--- src/rtl/freq_meter.sv ---
// Gated frequency counter.
// Counts rising edges of the asynchronous Sig_In over a gate window of
// GATE_CYCLES = CLK_Freq/Gate_Freq clocks and reports the count on Freq_Out
// with a one-cycle Valid pulse. Ovf marks a saturated result.
// Optional build macro: FREQ_METER_CONT_EN -- after the first Start the meter
// re-arms itself every window and never returns to IDLE until reset.
module freq_meter #(
    parameter int CLK_Freq  = 100000000,
    parameter int Gate_Freq = 1,
    parameter int N         = 27,
    parameter int M         = 20
) (
    input  logic         CLK,
    input  logic         nCLR,
    input  logic         Sig_In,
    input  logic         Start,
    output logic         Busy,
    output logic         Valid,
    output logic         Ovf,
    output logic [M-1:0] Freq_Out
);

    localparam int            GATE_CYCLES = CLK_Freq / Gate_Freq;
    localparam logic [N-1:0]  GATE_LAST   = N'(GATE_CYCLES - 1);
    localparam logic [M-1:0]  CNT_MAX     = '1;

    typedef enum logic [1:0] {
        IDLE = 2'd0,
        GATE = 2'd1,
        DONE = 2'd2
    } state_t;

    state_t       state_reg;
    logic         sync1_reg;
    logic         sync2_reg;
    logic         sync3_reg;
    logic [N-1:0] gate_cnt_reg;
    logic [M-1:0] edge_cnt_reg;
    logic         sat_reg;
    logic         busy_reg;
    logic         valid_reg;
    logic         ovf_reg;
    logic [M-1:0] freq_reg;

    logic         edge_det;
    logic         edge_inc;
    logic [M-1:0] edge_cnt_next;
    logic         sat_next;

    // Two-flop synchronizer plus a delay flop for rising-edge detection
    always_ff @(posedge CLK or negedge nCLR) begin
        if (!nCLR) begin
            sync1_reg <= 1'b0;
            sync2_reg <= 1'b0;
            sync3_reg <= 1'b0;
        end else begin
            sync1_reg <= Sig_In;
            sync2_reg <= sync1_reg;
            sync3_reg <= sync2_reg;
        end
    end

    // Saturating next value of the edge counter; the edge in the last gate
    // cycle is folded into the result through this path
    always_comb begin
        edge_det      = sync2_reg & ~sync3_reg;
        edge_inc      = edge_det && (edge_cnt_reg != CNT_MAX);
        edge_cnt_next = edge_cnt_reg + {{(M-1){1'b0}}, edge_inc};
        sat_next      = sat_reg || (edge_cnt_next == CNT_MAX);
    end

    // Measurement FSM with registered outputs; the result is loaded on the
    // last gate cycle so Valid and the new Freq_Out appear together in DONE
    always_ff @(posedge CLK or negedge nCLR) begin
        if (!nCLR) begin
            state_reg    <= IDLE;
            gate_cnt_reg <= '0;
            edge_cnt_reg <= '0;
            sat_reg      <= 1'b0;
            busy_reg     <= 1'b0;
            valid_reg    <= 1'b0;
            ovf_reg      <= 1'b0;
            freq_reg     <= '0;
        end else begin
            valid_reg <= 1'b0;
            case (state_reg)
                IDLE: begin
                    gate_cnt_reg <= '0;
                    edge_cnt_reg <= '0;
                    sat_reg      <= 1'b0;
                    if (Start) begin
                        state_reg <= GATE;
                        busy_reg  <= 1'b1;
                    end
                end
                GATE: begin
                    edge_cnt_reg <= edge_cnt_next;
                    sat_reg      <= sat_next;
                    if (gate_cnt_reg == GATE_LAST) begin
                        state_reg <= DONE;
                        busy_reg  <= 1'b0;
                        valid_reg <= 1'b1;
                        freq_reg  <= edge_cnt_next;
                        ovf_reg   <= sat_next;
                    end else begin
                        gate_cnt_reg <= gate_cnt_reg + 1'b1;
                    end
                end
                DONE: begin
                    gate_cnt_reg <= '0;
                    edge_cnt_reg <= '0;
                    sat_reg      <= 1'b0;
`ifdef FREQ_METER_CONT_EN
                    // Continuous mode: start the next window straight away
                    state_reg <= GATE;
                    busy_reg  <= 1'b1;
`else
                    state_reg <= IDLE;
`endif
                end
                default: begin
                    state_reg <= IDLE;
                    busy_reg  <= 1'b0;
                end
            endcase
        end
    end

    assign Busy     = busy_reg;
    assign Valid    = valid_reg;
    assign Ovf      = ovf_reg;
    assign Freq_Out = freq_reg;

endmodule

--- config.mk ---
export PLATFORM = sky130hd
export DESIGN_NAME = freq_meter
export DESIGN_NICKNAME = d
export VERILOG_FILES = /design/src/rtl/freq_meter.sv
export SDC_FILE = /design/constraint.sdc
export NUM_CORES = 1
export LEC_CHECK = 0
export ABC_AREA = 1
export CORE_ASPECT_RATIO = 0.7
export CORE_MARGIN = 4
export CORE_UTILIZATION = 40
export CTS_CLUSTER_DIAMETER = 60
export CTS_CLUSTER_SIZE = 8
export DETAILED_ROUTE_END_ITERATION = 7
export PLACE_DENSITY = 0.66
export SYNTH_ARGS = -nofsm -noshare
export SYNTH_HDL_FRONTEND = slang
export SYNTH_SLANG_ARGS = --single-unit
--- constraint.sdc ---
create_clock -name CLK -period 5.1 [get_ports CLK]
set_input_delay 0.765 -clock CLK [delete_from_list [all_inputs] [get_ports CLK]]
set_output_delay 0.765 -clock CLK [all_outputs]
set_load 0.02 [all_outputs]
Word level (Yosys, flattened, before mapping)
Index checks and enable logic that the tools add are counted.
W data, S select, Z words.
{"block": "classes", "shift": 0, "n_eq_ne": 8, "n_reduce_logical": 9, "order_cmp": 0, "div": 0, "n_bitwise": 3, "addsub": 2, "mul": 0, "mux": 12}
{"operator": "$pmux W27 S2", "count": 1}
{"operator": "$pmux W20 S2", "count": 1}
{"operator": "$add A27 B1 Y27 const B", "count": 1}
{"operator": "$eq A27 B27 Y1 const B", "count": 1}
{"operator": "$mux W27", "count": 1}
{"operator": "$add A20 B1 Y20", "count": 1}
{"operator": "$eq A20 B20 Y1 const B", "count": 1}
{"operator": "$ne A20 B20 Y1 const B", "count": 1}
{"operator": "$ne A2 B2 Y1 const B", "count": 3}
{"operator": "$reduce_and A2 Y1", "count": 3}
{"operator": "$mux W1", "count": 4}
{"operator": "$mux W2", "count": 2}
{"operator": "$pmux W2 S2", "count": 1}
{"operator": "$pmux W1 S3", "count": 1}
{"operator": "$reduce_and A3 Y1", "count": 1}
{"operator": "$eq A2 B1 Y1 const B", "count": 1}
{"operator": "$eq A2 B2 Y1 const B", "count": 1}
{"operator": "$logic_not A2 Y1", "count": 1}
{"operator": "$not A1 Y1", "count": 2}
{"operator": "$pmux W1 S2", "count": 1}
{"operator": "$reduce_bool A2 Y1", "count": 1}
{"operator": "$reduce_or A2 Y1", "count": 1}
{"operator": "$and A1 B1 Y1", "count": 1}
{"operator": "$logic_and A1 B1 Y1", "count": 1}
{"operator": "$logic_or A1 B1 Y1", "count": 1}
{"block": "totals", "inputBits": 4, "latch_bits": 0, "reg_bits": 76, "n_memories": 0, "word_cells": 45, "ramBits": 0, "rom_bits": 0, "out_inout_bits": 23}

Longest topological paths before layout
Gate-level depths: netlist of run 1.
{"block": "depth", "depth_word": 7, "ltp_mapped": 18, "mapped_depth_nobuf": 18}

Worst setup path before layout of run 1
OpenSTA, ideal clock, no wires.
{"block": "synth_path", "path_kind": "reg-to-reg", "from": "reg edge_cnt_reg[7]", "to": "reg ovf_reg (netlist: Ovf)", "setup_ns": 0.077, "required_ns": 5.023, "stages_incl_launch_ff": 19, "synth_period_minus_slack_ns": 2.360, "arrival_ns": 2.282, "setup_slack_ns": 2.740, "n_path_buf": 0, "path_cell_list": "dfrtp_1 -> nand2_1 -> nor2_2 -> nand4_1 -> o41ai_1 -> nor2_1 -> ha_1 -> ha_1 -> inv_1 -> nor2_4 -> nand2_2 -> nand2_1 -> nand2_1 -> nand2_1 -> nor2_1 -> nand2_1 -> nor2_1 -> nand3_1 -> a21oi_1"}
{"block": "synth_between", "elab_chain_cells": 5}
{"item": "start, declared", "line_no": "38", "text": "logic [M-1:0] edge_cnt_reg;"}
{"item": "start signal, assigned", "line_no": "97", "text": "edge_cnt_reg <= edge_cnt_next;"}
{"item": "$ne A20 B20 Y1", "line_no": "67", "text": "edge_inc = edge_det && (edge_cnt_reg != CNT_MAX);"}
{"item": "$logic_and A1 B1 Y1", "line_no": "67"}
{"item": "$add A20 B1 Y20 *", "line_no": "68", "text": "edge_cnt_next = edge_cnt_reg + {{(M-1){1'b0}}, edge_inc};"}
{"item": "$eq A20 B20 Y1 *", "line_no": "69", "text": "sat_next = sat_reg || (edge_cnt_next == CNT_MAX);"}
{"item": "$logic_or A1 B1 Y1 *", "line_no": "69"}
{"item": "end signal, assigned", "line_no": "104", "text": "ovf_reg <= sat_next;"}
{"item": "end, declared", "line_no": "42", "text": "logic ovf_reg;"}
Every way passes the cells marked *; elsewhere a longest branch is shown, timed or not.
A chain may end at the register's enable or synchronous reset.

Final worst setup path of run 1
{"block": "layout_path", "from": "reg edge_cnt_reg[11]", "to": "reg ovf_reg (netlist: Ovf)"}
Same word-level chain as after synthesis.

==> summary.txt, run 1 <==
Clock tree
  • Reg clk slew, reported paths: 0.06 ns
  • H-tree depth: 3
  • Worst-Skew Late Latency: between 0.3 and 0.4 ns
  • Buffer levels on the longest clock path: 2
  • Number of buffers added for setup after CTS: 0
  • CTS root buf: clkbuf_16
  • Total CTS buffers: 9
  • CTS tree: yes
  • Clk sinks: 76
  • Cts hold-fix bufs: 0
  • Post-CTS Resized: 0

Route
  • Total number of vias: between 3000 and 4000
  • Initial DRC count: roughly 220
  • Routed WL per cell: roughly 15 µm
  • Vias per cell: between 5 and 6
  • Remaining antenna violation count: 0
  • DR pass1 iterations: 4
  • Drt drc: 0
  • Routed WL: about 11 mm

Power and ir drop
  • Switching Share: roughly a quarter
  • P_leak: ~2.1 nW
  • Sequential Power Share: between 40% and 50%
  • Maximum VDD drop: about 0.00021 V
  • Clock share of power: 47.6%
  • Int Power: between 1 and 1.5 mW
  • Cell Pwr Density: around 300 nW/µm²
  • Gate power share: roughly 7.5%
  • Net Sw Power: between 0.3 and 0.4 mW

Finish
  • Max reg flops: 27
  • Finished Cell Area: just under 5000 µm²
  • Area Overhead vs Synth: 16.5%
  • Commonest non-fill, non-tap cell in the layout: nand2_1
  • Most frequent cells in the layout: nand2_1, inv_1, dfrtp_1, nor2_1, o21ai_1
  • Final nets: 571
  • Share of cells above drive strength 1: under 10%
  • Ant diodes: 0

Worst setup path
  • Worst path slowest cell: dfrtp_1
  • CP startpoint kind: register
  • CP peak stage delay: 0.44 ns
  • Worst Setup Path Type: register to register
  • CP required: 5.36 ns
  • R2r worst-path depth: 18
  • CP Cell Sequence: nand2_1 -> nor2_1 -> nand4_1 -> o41ai_1 -> nor2_1 -> ha_1 -> ha_1 -> inv_1 -> nor2_4 -> nand2_2 -> nor2_1 -> nand2_1 -> nand2_1 -> nor2_1 -> nand2_1 -> nor2_1 -> nand3_1 -> a21oi_1
  • CP arrival: approximately 3.4 ns
  • CP most frequent cell: nor2_1
  • R2r setup slk: between 1.5 and 2 ns
  • CP max FO: 6
  • Critical path capture point type: register

Place
  • Dpl cell area: ~4500 µm²
  • IO buf count: 26
  • Dpl hpwl: between 7 and 8 mm
  • Gpl congestion: 0.923

Floorplan
  • Die X: 130 µm
  • Top Ports: 27
  • FP Rows: 30
  • Starting Density: a little over two fifths
  • Core Area: ~9900 µm²
  • Die H: between 90 and 100 µm
  • Die Footprint: between 10000 and 15000 µm²

Timing
  • # setup viols final: 0
  • Unrepaired setup endpoints after global routing: false
  • Fmax: around 320 MHz
  • Hold Vio Cnt, Final: 0
  • Setup TNS: 0 ns
  • Max Slew Vio Count: 0
  • Crit path time final: ~3.1 ns
  • Slew margin rel.: between 30% and 40%
  • Layout Skew: a little under 0.006 ns
  • Worst Max-Slew Pin Slew: between 0.9 and 1 ns
  • Final Cycle Share: around three fifths

Logic synthesis
  • Sequential share of the synthesized area: a little under half
  • YS warnings: 0
  • Commonest register cell after synthesis: dfrtp_1
  • Syn Area/Cell: ~7.7 µm²
  • Synth Area in Adders: 0.902%
  • Async SR Flop Fraction: 100%
  • Post-Synthesis Cell Area: roughly 4200 µm²
  • Syn Nets: roughly 550
  • Synthesized flop and latch total: between 70 and 80
  • Number of synthesized flops with an enable pin: 0
  • Simple-Gate Fraction of Synth Area: between 20% and 30%
  • Synth area leaders: dfrtp_1, nand2_1, inv_1
  • XOR/XNOR Fraction of Synth Area: 2.95%
  • Compound-cell area share of the yosys netlist: 11.7%
  • Gate Count Post-Synth: roughly 540
  • Post-synth cell types: 36
  • Post-synth top area cell: dfrtp_1
  • Synth top area share: 45.7%
  • Mux share of post-synthesis cell area: 0%
  • Largest family of logic cells by synthesized area: simple AND/OR/NAND/NOR gates

GRT
  • Remaining global-route overflow: 0
  • Antenna violations before repair: 0
  • All-Layer GR Usage: 18.5%
  • First-pass GRT wire length: ~17 mm
  • Largest net degree at the start of global routing: just under 80
  • Vias in the first global route: ~3400

Run status
  • Status: finished, final reports clean

Flow run
  • Max-Cap Viols: 0

Worst hold path
  • Tightest Hold Check Type: register to register
  • Hold depth: 0
==> routing by layer <==
| metal | vias to the layer above | global-route usage, % | wire (µm) |
|---|---|---|---|
| li1 | 1803 | - | - |
| met1 | 1707 | 29.5 | 5740 |
| met2 | 119 | 24.4 | 4120 |
| met3 | 7 | 3.94 | 592 |
| met4 | 0 | 5.80 | 102 |
| met5 | - | 0 | 0 |
==> final cells by class <==
class,count,area [µm²]
clock buffer,9,225
tap,128,160
inverter,81,304
timing repair buffer,28,273
clock inverter,7,100
fill,979,5060
sequential,76,1900
multi-input combinational,368,1880
==> path summary, 6_finish.rpt <==
check | start | endpoint
worst max register to register | edge_cnt_reg[11] | Ovf
min in group asynchronous | nCLR | Freq_Out[4]
max in group asynchronous | nCLR | gate_cnt_reg[15]
worst min register to register | sync1_reg | sync2_reg
worst max-delay path | edge_cnt_reg[11] | Ovf
worst min-delay path | sync1_reg | sync2_reg
==> critical path: cells and delay by family (launching register included) <==
| family | cells | cell delay (ns) |
|---|---|---|
| buffers and inverters | 1 | 0.10 |
| adders and majority gates | 2 | 0.45 |
| and+or+nand+nor | 13 | 1.51 |
| AOI/OAI and AO/OA | 2 | 0.52 |
| DFF | 1 | 0.44 |
==> per-stage QoR <==
step           cells  power (mW)  util, %  worst slack [ns]  hold slack (ns)
3_3_place_gp     681       0.763     45.6              2.16            0.333
4_1_cts          697        1.46     48.9              2.02            0.365
2_1_floorplan    538       0.729        -              2.74            0.331
3_5_place_dp     681       0.765     45.6              2.17            0.350
5_1_grt          697        1.51     48.9              1.75            0.375
6_report         697        1.44     48.9              2.00            0.360
==> kinds of logic (layout without fill, tap and decap cells) <==
| family | after synthesis | after routing |
|---|---|---|
| buffers and inverters | 94 | 125 |
| xor gates and xnor gates | 14 | 14 |
| AOI/OAI and AO/OA | 86 | 86 |
| adders and majority gates | 3 | 3 |
| and+or+nand+nor | 265 | 265 |
| DFF | 76 | 76 |
==> power groups by stage <==
stage / combinational, mW / clock (mW) / sequential (mW)
2_1_floorplan: 0.0745 / 0 / 0.654
3_3_place_gp: 0.105 / 0 / 0.658
3_5_place_dp: 0.106 / 0 / 0.659
4_1_cts: 0.109 / 0.705 / 0.648
5_1_grt: 0.124 / 0.735 / 0.652
6_report: 0.108 / 0.688 / 0.649
==> cells in the mapped netlist, types with 2 or more instances <==
cell type	instances
xor2_1	13
nor3_2	5
inv_2	3
buf_6	2
o21ai_0	19
o22ai_1	23
nand4_1	14
buf_2	4
o211ai_1	2
a21oi_1	6
o22ai_2	2
nor2_1	41
dfrtp_1	76
clkbuf_1	6
nand2_1	133
nand3_1	31
nand3b_1	5
nor3_1	12
nand2_2	7
inv_1	77
nor2_2	6
ha_1	3
o21ai_1	32
nor2_4	3
nor4_1	2
(Power assumes the default switching activity.)
==> inputs of run 2 (changes only) <==
==> constraint.sdc (replaced) <==
create_clock -name CLK -period 2.9 [get_ports CLK]
set_input_delay 0.435 -clock CLK [delete_from_list [all_inputs] [get_ports CLK]]
set_output_delay 0.435 -clock CLK [all_outputs]
set_load 0.02 [all_outputs]
==> run 2 against run 1 <==
Routed wire length grew 1.3%. Clock power rose by 74%. Combinational power rose by 82%. Via count grew 0.61%. Sequential cell count unchanged. Register-to-register slack got worse by 1.7 ns. Largest power group unchanged. Non-clock buffer count increased by 8. Maximum frequency increased by 18%. Clock-buffer cell count stayed put. Global-route usage rose by 0.26 points.
==> summary.txt, run 2 (synthesized netlist as in run 1, its figures left out) <==
Floorplan
  • Die X: 130 µm (unchanged)
  • Starting Density: 42.0% (unchanged)
  • Die Footprint: 12100 µm² (unchanged)
  • Top Ports: 27 (unchanged)
  • FP Rows: 30 (unchanged)
  • Core Area: 9910 µm² (unchanged)
  • Die H: 93.3 µm (unchanged)

Place
  • DP Worst Slack: 0.203 ns (-1.97 ns)
  • DP Cell Count: 685 (+0.59%)
  • Dpl cell area: 4550 µm² (+0.66%)
  • IO buf count: 26 (unchanged)
  • Dpl hpwl: 7.64 mm (+1.2%)
  • Gpl congestion: 0.923 (about the same)

Power and ir drop
  • Maximum VDD drop: 0.000289 V (+38%)
  • Pwr Total: 2.55 mW (+76%)
  • P_leak: 2.15 nW (+3.0%)
  • Cell Pwr Density: 513 nW/µm² (+72%)

Route
  • Drt drc: 0 (unchanged)
  • DR pass1 iterations: 5 (+1)
  • Routed WL per cell: 15.2 µm (+0.20%)
  • Remaining antenna violation count: 0 (unchanged)
  • Total number of vias: 3658 (+0.61%)
  • Routed WL: 10.7 mm (+1.3%)
  • Vias per cell: 5.19 (-0.54%)
  • Initial DRC count: 334 (+49%)

Finish
  • Finished Cell Area: 4960 µm² (+2.3%)
  • Multi-input combinational cell area: 1940 µm² (+3.1%)
  • Ant diodes: 0 (unchanged)
  • Max reg flops: 27 (unchanged)
  • Final non-filler cell total: 705 (+1.1%)
  • Most frequent cells in the layout: nand2_1, inv_1, dfrtp_1, nor2_1, o21ai_1
  • Reg area: 1910 µm² (+0.20%)
  • Commonest non-fill, non-tap cell in the layout: nand2_1
  • Fillers: 961 (-1.8%)
  • Final nets: 579 (+1.4%)
  • Area Overhead vs Synth: 19.2%
  • Share of cells above drive strength 1: 12.8% (+3.9 points)

GRT
  • First-pass GRT wire length: 17.6 mm (+1.1%)
  • Largest net degree at the start of global routing: 77 (unchanged)
  • All-Layer GR Usage: 18.7% (+0.26 points)
  • Vias in the first global route: 3388 (-1.2%)
  • Remaining global-route overflow: 0 (unchanged)
  • Antenna violations before repair: 0 (unchanged)

Worst setup path
  • CP arrival: 2.90 ns (-0.46 ns)
  • CP required: 3.17 ns (-2.19 ns)
  • CP max FO: 6 (unchanged)
  • CP startpoint kind: register
  • Critical path capture point type: register
  • Worst Setup Path Type: register to register

Timing
  • Hold Vio Cnt, Final: 0 (unchanged)
  • Worst setup margin: 0.263 ns (-1.74 ns)
  • Max Slew Vio Count: 0 (unchanged)
  • Worst hold margin: 0.265 ns (-0.0953 ns)
  • Slew margin rel.: 36.3% (+0.39 points)
  • Crit path time final: 2.64 ns (-0.465 ns)
  • Final Cycle Share: 90.9% (+30 points)
  • # setup viols final: 0 (unchanged)
  • Layout Skew: 0.00894 ns (+0.00298 ns)
  • Worst Max-Slew Pin Slew: 0.956 ns (-0.00579 ns)
  • Fmax: 379 MHz (+18%)

Clock tree
  • H-tree depth: 3 (unchanged)
  • Total CTS buffers: 9 (unchanged)
  • Clk sinks: 76 (unchanged)
  • Buffer levels on the longest clock path: 2 (unchanged)
  • CTS root buf: clkbuf_16
  • Reg clk slew, reported paths: 0.06 ns (about the same)
  • Worst-Skew Late Latency: 0.34 ns (about the same)
  • CTS tree: yes

Run status
  • Status: finished, final reports clean

Flow run
  • Max-Cap Viols: 0 (unchanged)

Worst hold path
  • Tightest Hold Check Type: primary input to asynchronous set/reset pin
## run 2: cell count changes in the layout (fill, tap and decap cells not counted), sizes merged
cell and delta:
clkinvlp -2, clkinv +3, buf +8, inv -1
## run 2: path summary, 6_finish.rpt
path                                       start                to  slack, ns  depth (start not counted)
max in group asynchronous                   nCLR  edge_cnt_reg[17]       1.98                          1
worst min register to register         sync1_reg         sync2_reg       0.35                          0
worst min-delay path                        nCLR       Freq_Out[2]       0.27                          1
worst max-delay path            edge_cnt_reg[11]               Ovf       0.26                         18
worst max register to register  edge_cnt_reg[11]               Ovf       0.26                         18
min in group CLK                       sync1_reg         sync2_reg       0.35                          0
## run 2: cell type report
cell class	instances	share of cell area (%)
clock buffers	9	4.54
clock inverters	7	1.84
inverters	81	6.13
multi-input cells	368	39.1
flip-flops and latches	76	38.4
well taps	128	3.23
repair buffers	36	6.71
## run 2: stage by stage
stage	setup TNS, ns	utilization, %
5_1_grt	-0.000614	50.1
6_report	0	50.1
3_3_place_gp	0	45.9
4_1_cts	0	49.1
3_5_place_dp	0	45.9
2_1_floorplan	0	-
## run 2: power by group
part	switching (mW)	internal (mW)
clock network	0.451	0.750
registers	0.0478	1.10
logic	0.135	0.0617
total	0.634	1.91
## run 2: layer usage
metal / wire (µm) / vias up / GRT usage [%]
met5: 0 / - / 0
met4: 107 / 0 / 4.41
met3: 838 / 10 / 5.54
met2: 4040 / 131 / 22.6
met1: 5710 / 1684 / 31.3
li1: - / 1833 / -
## run 2: worst max-delay path, cell delays in order (launching register included)
cell and delay [ns]:
dfrtp_1 0.42, nand2_1 0.14, nor2_4 0.13, nand4_1 0.13, o41ai_2 0.29, nor2_1 0.07, ha_1 0.21, ha_2 0.21
inv_2 0.07, nor2_4 0.05, nand2_4 0.09, nor2_1 0.05, nand2_1 0.05, nand2_1 0.10, nor2_1 0.10, nand2_1 0.06
nor2_1 0.12, nand3_1 0.14, a21oi_2 0.14
## run 2: repair_timing
| item | CTS | global route |
|---|---|---|
| buffers inserted | 0 | 4 |
| gates resized for setup | 0 | 19 |
| hold buffers | 0 | 0 |
| endpoints found under the setup margin | 0 | 2 |
==> inputs of run 3 (changes only) <==
--- a/config.mk
+++ b/config.mk
@@ -12,7 +12,7 @@
 export CTS_CLUSTER_DIAMETER = 60
 export CTS_CLUSTER_SIZE = 8
 export DETAILED_ROUTE_END_ITERATION = 7
-export PLACE_DENSITY = 0.66
+export PLACE_DENSITY = 0.68
 export SYNTH_ARGS = -nofsm -noshare
 export SYNTH_HDL_FRONTEND = slang
 export SYNTH_SLANG_ARGS = --single-unit
==> constraint.sdc (replaced) <==
create_clock -name CLK -period 2.3 [get_ports CLK]
set_input_delay 0.345 -clock CLK [delete_from_list [all_inputs] [get_ports CLK]]
set_output_delay 0.345 -clock CLK [all_outputs]
set_load 0.02 [all_outputs]
==> run 3 against run 2 <==
The run now ends with negative setup slack left. Final area grew 12%. Clock power up 39%. Critical path depth is 2 lower. Hold slack better by 0.083 ns. Clock skew is 0.0029 ns higher. Core utilization grew 6.1 points. Clock-buffer cell count grew 3. Setup slack got worse by 0.41 ns. Non-clock buffer count increased by 54. Die area unchanged. Highest routed layer unchanged.
==> summary.txt, run 3 (synthesized netlist as in run 1, its figures left out) <==
Run status
  • Status: finished, violations left
  • Failing checks: negative setup slack

Clock tree
  • CTS root buf: clkbuf_16
  • Reg clk slew, reported paths: 0.06 ns (about the same)
  • Total CTS buffers: 9 (unchanged)
  • Clk sinks: 76 (unchanged)
  • CTS tree: yes
  • H-tree depth: 3 (unchanged)
  • Worst-Skew Late Latency: 0.34 ns (about the same)
  • Buffer levels on the longest clock path: 2 (unchanged)

Worst setup path
  • FF-to-FF Start: edge_cnt_reg[13]
  • CP max FO: 3 (-3)
  • CP required: 2.56 ns (-0.61 ns)
  • CP startpoint kind: register
  • R2r worst-path depth: 16 (-2)
  • Reg2reg end: Ovf
  • Worst Setup Path Type: register to register
  • R2r setup slk: -0.15 ns (-0.41 ns)
  • CP arrival: 2.71 ns (-0.19 ns)
  • Critical path capture point type: register

Timing
  • Worst setup margin: -0.151 ns (-0.414 ns)
  • # setup viols final: 7 (+7)
  • Worst Max-Slew Pin Slew: 0.521 ns (-0.435 ns)
  • Final Cycle Share: 107% (+16 points)
  • Max Slew Vio Count: 0 (unchanged)
  • Setup TNS: -0.492 ns (-0.492 ns)
  • Layout Skew: 0.0118 ns (+0.00286 ns)
  • Fmax: 408 MHz (+7.6%)
  • Unrepaired setup endpoints after global routing: true
  • Hold Vio Cnt, Final: 0 (unchanged)
  • Crit path time final: 2.45 ns (-0.186 ns)
  • Slew margin rel.: 65.0% (+29 points)

Worst hold path
  • Tightest Hold Check Type: register to register
  • Hold depth: 0
  • WHS Endpoint: sync2_reg
  • Hold wc startpoint: sync1_reg

Floorplan
  • Starting Density: 42.0% (unchanged)
  • Top Ports: 27 (unchanged)
  • Die Footprint: 12100 µm² (unchanged)
  • Die H: 93.3 µm (unchanged)
  • FP Rows: 30 (unchanged)
  • Core Area: 9910 µm² (unchanged)
  • Die X: 130 µm (unchanged)

Finish
  • Area Overhead vs Synth: 33.9%
  • Final nets: 633 (+9.3%)
  • Max reg flops: 27 (unchanged)
  • Ant diodes: 0 (unchanged)
  • Most frequent cells in the layout: nand2_1, dfrtp_1, inv_1, buf_4, nor2_1
  • Fillers: 871 (-9.4%)
  • Commonest non-fill, non-tap cell in the layout: nand2_1
  • Finished Cell Area: 5570 µm² (+12%)
  • Share of cells above drive strength 1: 24.6% (+12 points)

Route
  • Initial DRC count: 278 (-17%)
  • Routed WL: 11.3 mm (+5.6%)
  • Total number of vias: 3957 (+8.2%)
  • Drt drc: 0 (unchanged)
  • Vias per cell: 5.21 (+0.48%)
  • DR pass1 iterations: 5 (unchanged)
  • Routed WL per cell: 14.9 µm (-1.9%)
  • Remaining antenna violation count: 0 (unchanged)

GRT
  • First-pass GRT wire length: 18.7 mm (+5.9%)
  • Largest net degree at the start of global routing: 49 (-36%)
  • All-Layer GR Usage: 19.8% (+1.1 points)
  • Remaining global-route overflow: 0 (unchanged)
  • Vias in the first global route: 3727 (+10%)
  • Antenna violations before repair: 0 (unchanged)

Power and ir drop
  • Pwr Total: 3.53 mW (+39%)
  • Maximum VDD drop: 0.000430 V (+49%)
  • Cell Pwr Density: 634 nW/µm² (+24%)
  • P_leak: 2.48 nW (+16%)

Flow run
  • Max-Cap Viols: 0 (unchanged)

Place
  • Dpl hpwl: 8.05 mm (+5.3%)
  • Dpl cell area: 4940 µm² (+8.5%)
  • IO buf count: 26 (unchanged)
  • Gpl congestion: 0.932 (+0.99%)
-- run 3: cell types whose count changed in the layout (fill, tap and decap cells not counted), sizes merged --
cell | before | now
buf | 11 | 64
clkbuf | 9 | 12
clkinv | 5 | 2
bufinv | 2 | 3
clkinvlp | 1 | 0
dlygate4sd3 | 0 | 1
-- run 3: final cells by class --
type | count | area (µm²) | area share [%]
tap | 128 | 160 | 2.88
clock inverter | 4 | 95.1 | 1.71
clock buffer | 12 | 256 | 4.61
sequential | 76 | 1900 | 34.1
timing repair buffer | 90 | 772 | 13.9
multi-input combinational | 368 | 2070 | 37.2
inverter | 81 | 314 | 5.64
-- run 3: how the worst max path moves through the flow --
| stage | slack (ns) | cells past startpoint | endpoint | start |
|---|---|---|---|---|
| 5_1_grt | -0.31 | 17 | Ovf | edge_cnt_reg[19] |
| 3_3_place_gp | -0.24 | 14 | sat_reg | edge_cnt_reg[17] |
| 6_report | -0.15 | 16 | Ovf | edge_cnt_reg[13] |
| 2_1_floorplan | -0.02 | 18 | sat_reg | edge_cnt_reg[5] |
| 3_5_place_dp | -0.30 | 18 | Ovf | edge_cnt_reg[17] |
| 4_1_cts | -0.16 | 18 | Ovf | edge_cnt_reg[19] |
-- run 3: through the flow --
step / util, % / instances / hold WS, ns / setup WS [ns]
2_1_floorplan: - / 538 / 0.0494 / -0.0192
3_3_place_gp: 49.8 / 731 / 0.294 / -0.242
3_5_place_dp: 49.8 / 731 / 0.303 / -0.302
4_1_cts: 54.5 / 753 / 0.351 / -0.156
5_1_grt: 56.2 / 759 / 0.365 / -0.310
6_report: 56.2 / 759 / 0.348 / -0.151
-- run 3: what timing repair did --
action / 4_1_cts / 5_1_grt
setup buffers: 5 / 10
hold buffers: 1 / 0
endpoints found under the hold margin: 28 / 0
gates resized for setup: 18 / 40
pin swaps: 19 / 24
setup endpoints to repair: 27 / 31
-- run 3: critical path, stage by stage, from the launching register on --
cell	delay (ns)
dfrtp_1	0.35
nand2_1	0.07
nor2_2	0.18
nand4_1	0.16
o41ai_2	0.22
nor2_1	0.08
ha_2	0.21
ha_4	0.19
nand3_4	0.12
o21ai_0	0.11
nand2_2	0.10
nand2_1	0.08
nor2_1	0.09
nand2_1	0.07
nor2_2	0.11
nand3_2	0.10
a21oi_1	0.13
-- run 3: per-layer routing --
| layer | wire, µm | vias to the layer above | share of wire (%) | GRT usage [%] |
|---|---|---|---|---|
| li1 | - | 1929 | - | - |
| met1 | 5810 | 1887 | 51 | 31.1 |
| met2 | 4500 | 129 | 40 | 26.7 |
| met3 | 822 | 12 | 7.3 | 4.62 |
| met4 | 158 | 0 | 1.4 | 5.88 |
| met5 | 0 | - | 0 | 0 |
-- run 3: power breakdown --
part,internal [mW],switching (mW)
combinational,0.197,0.246
clock,1.12,0.552
sequential,1.39,0.0300
total,2.70,0.829
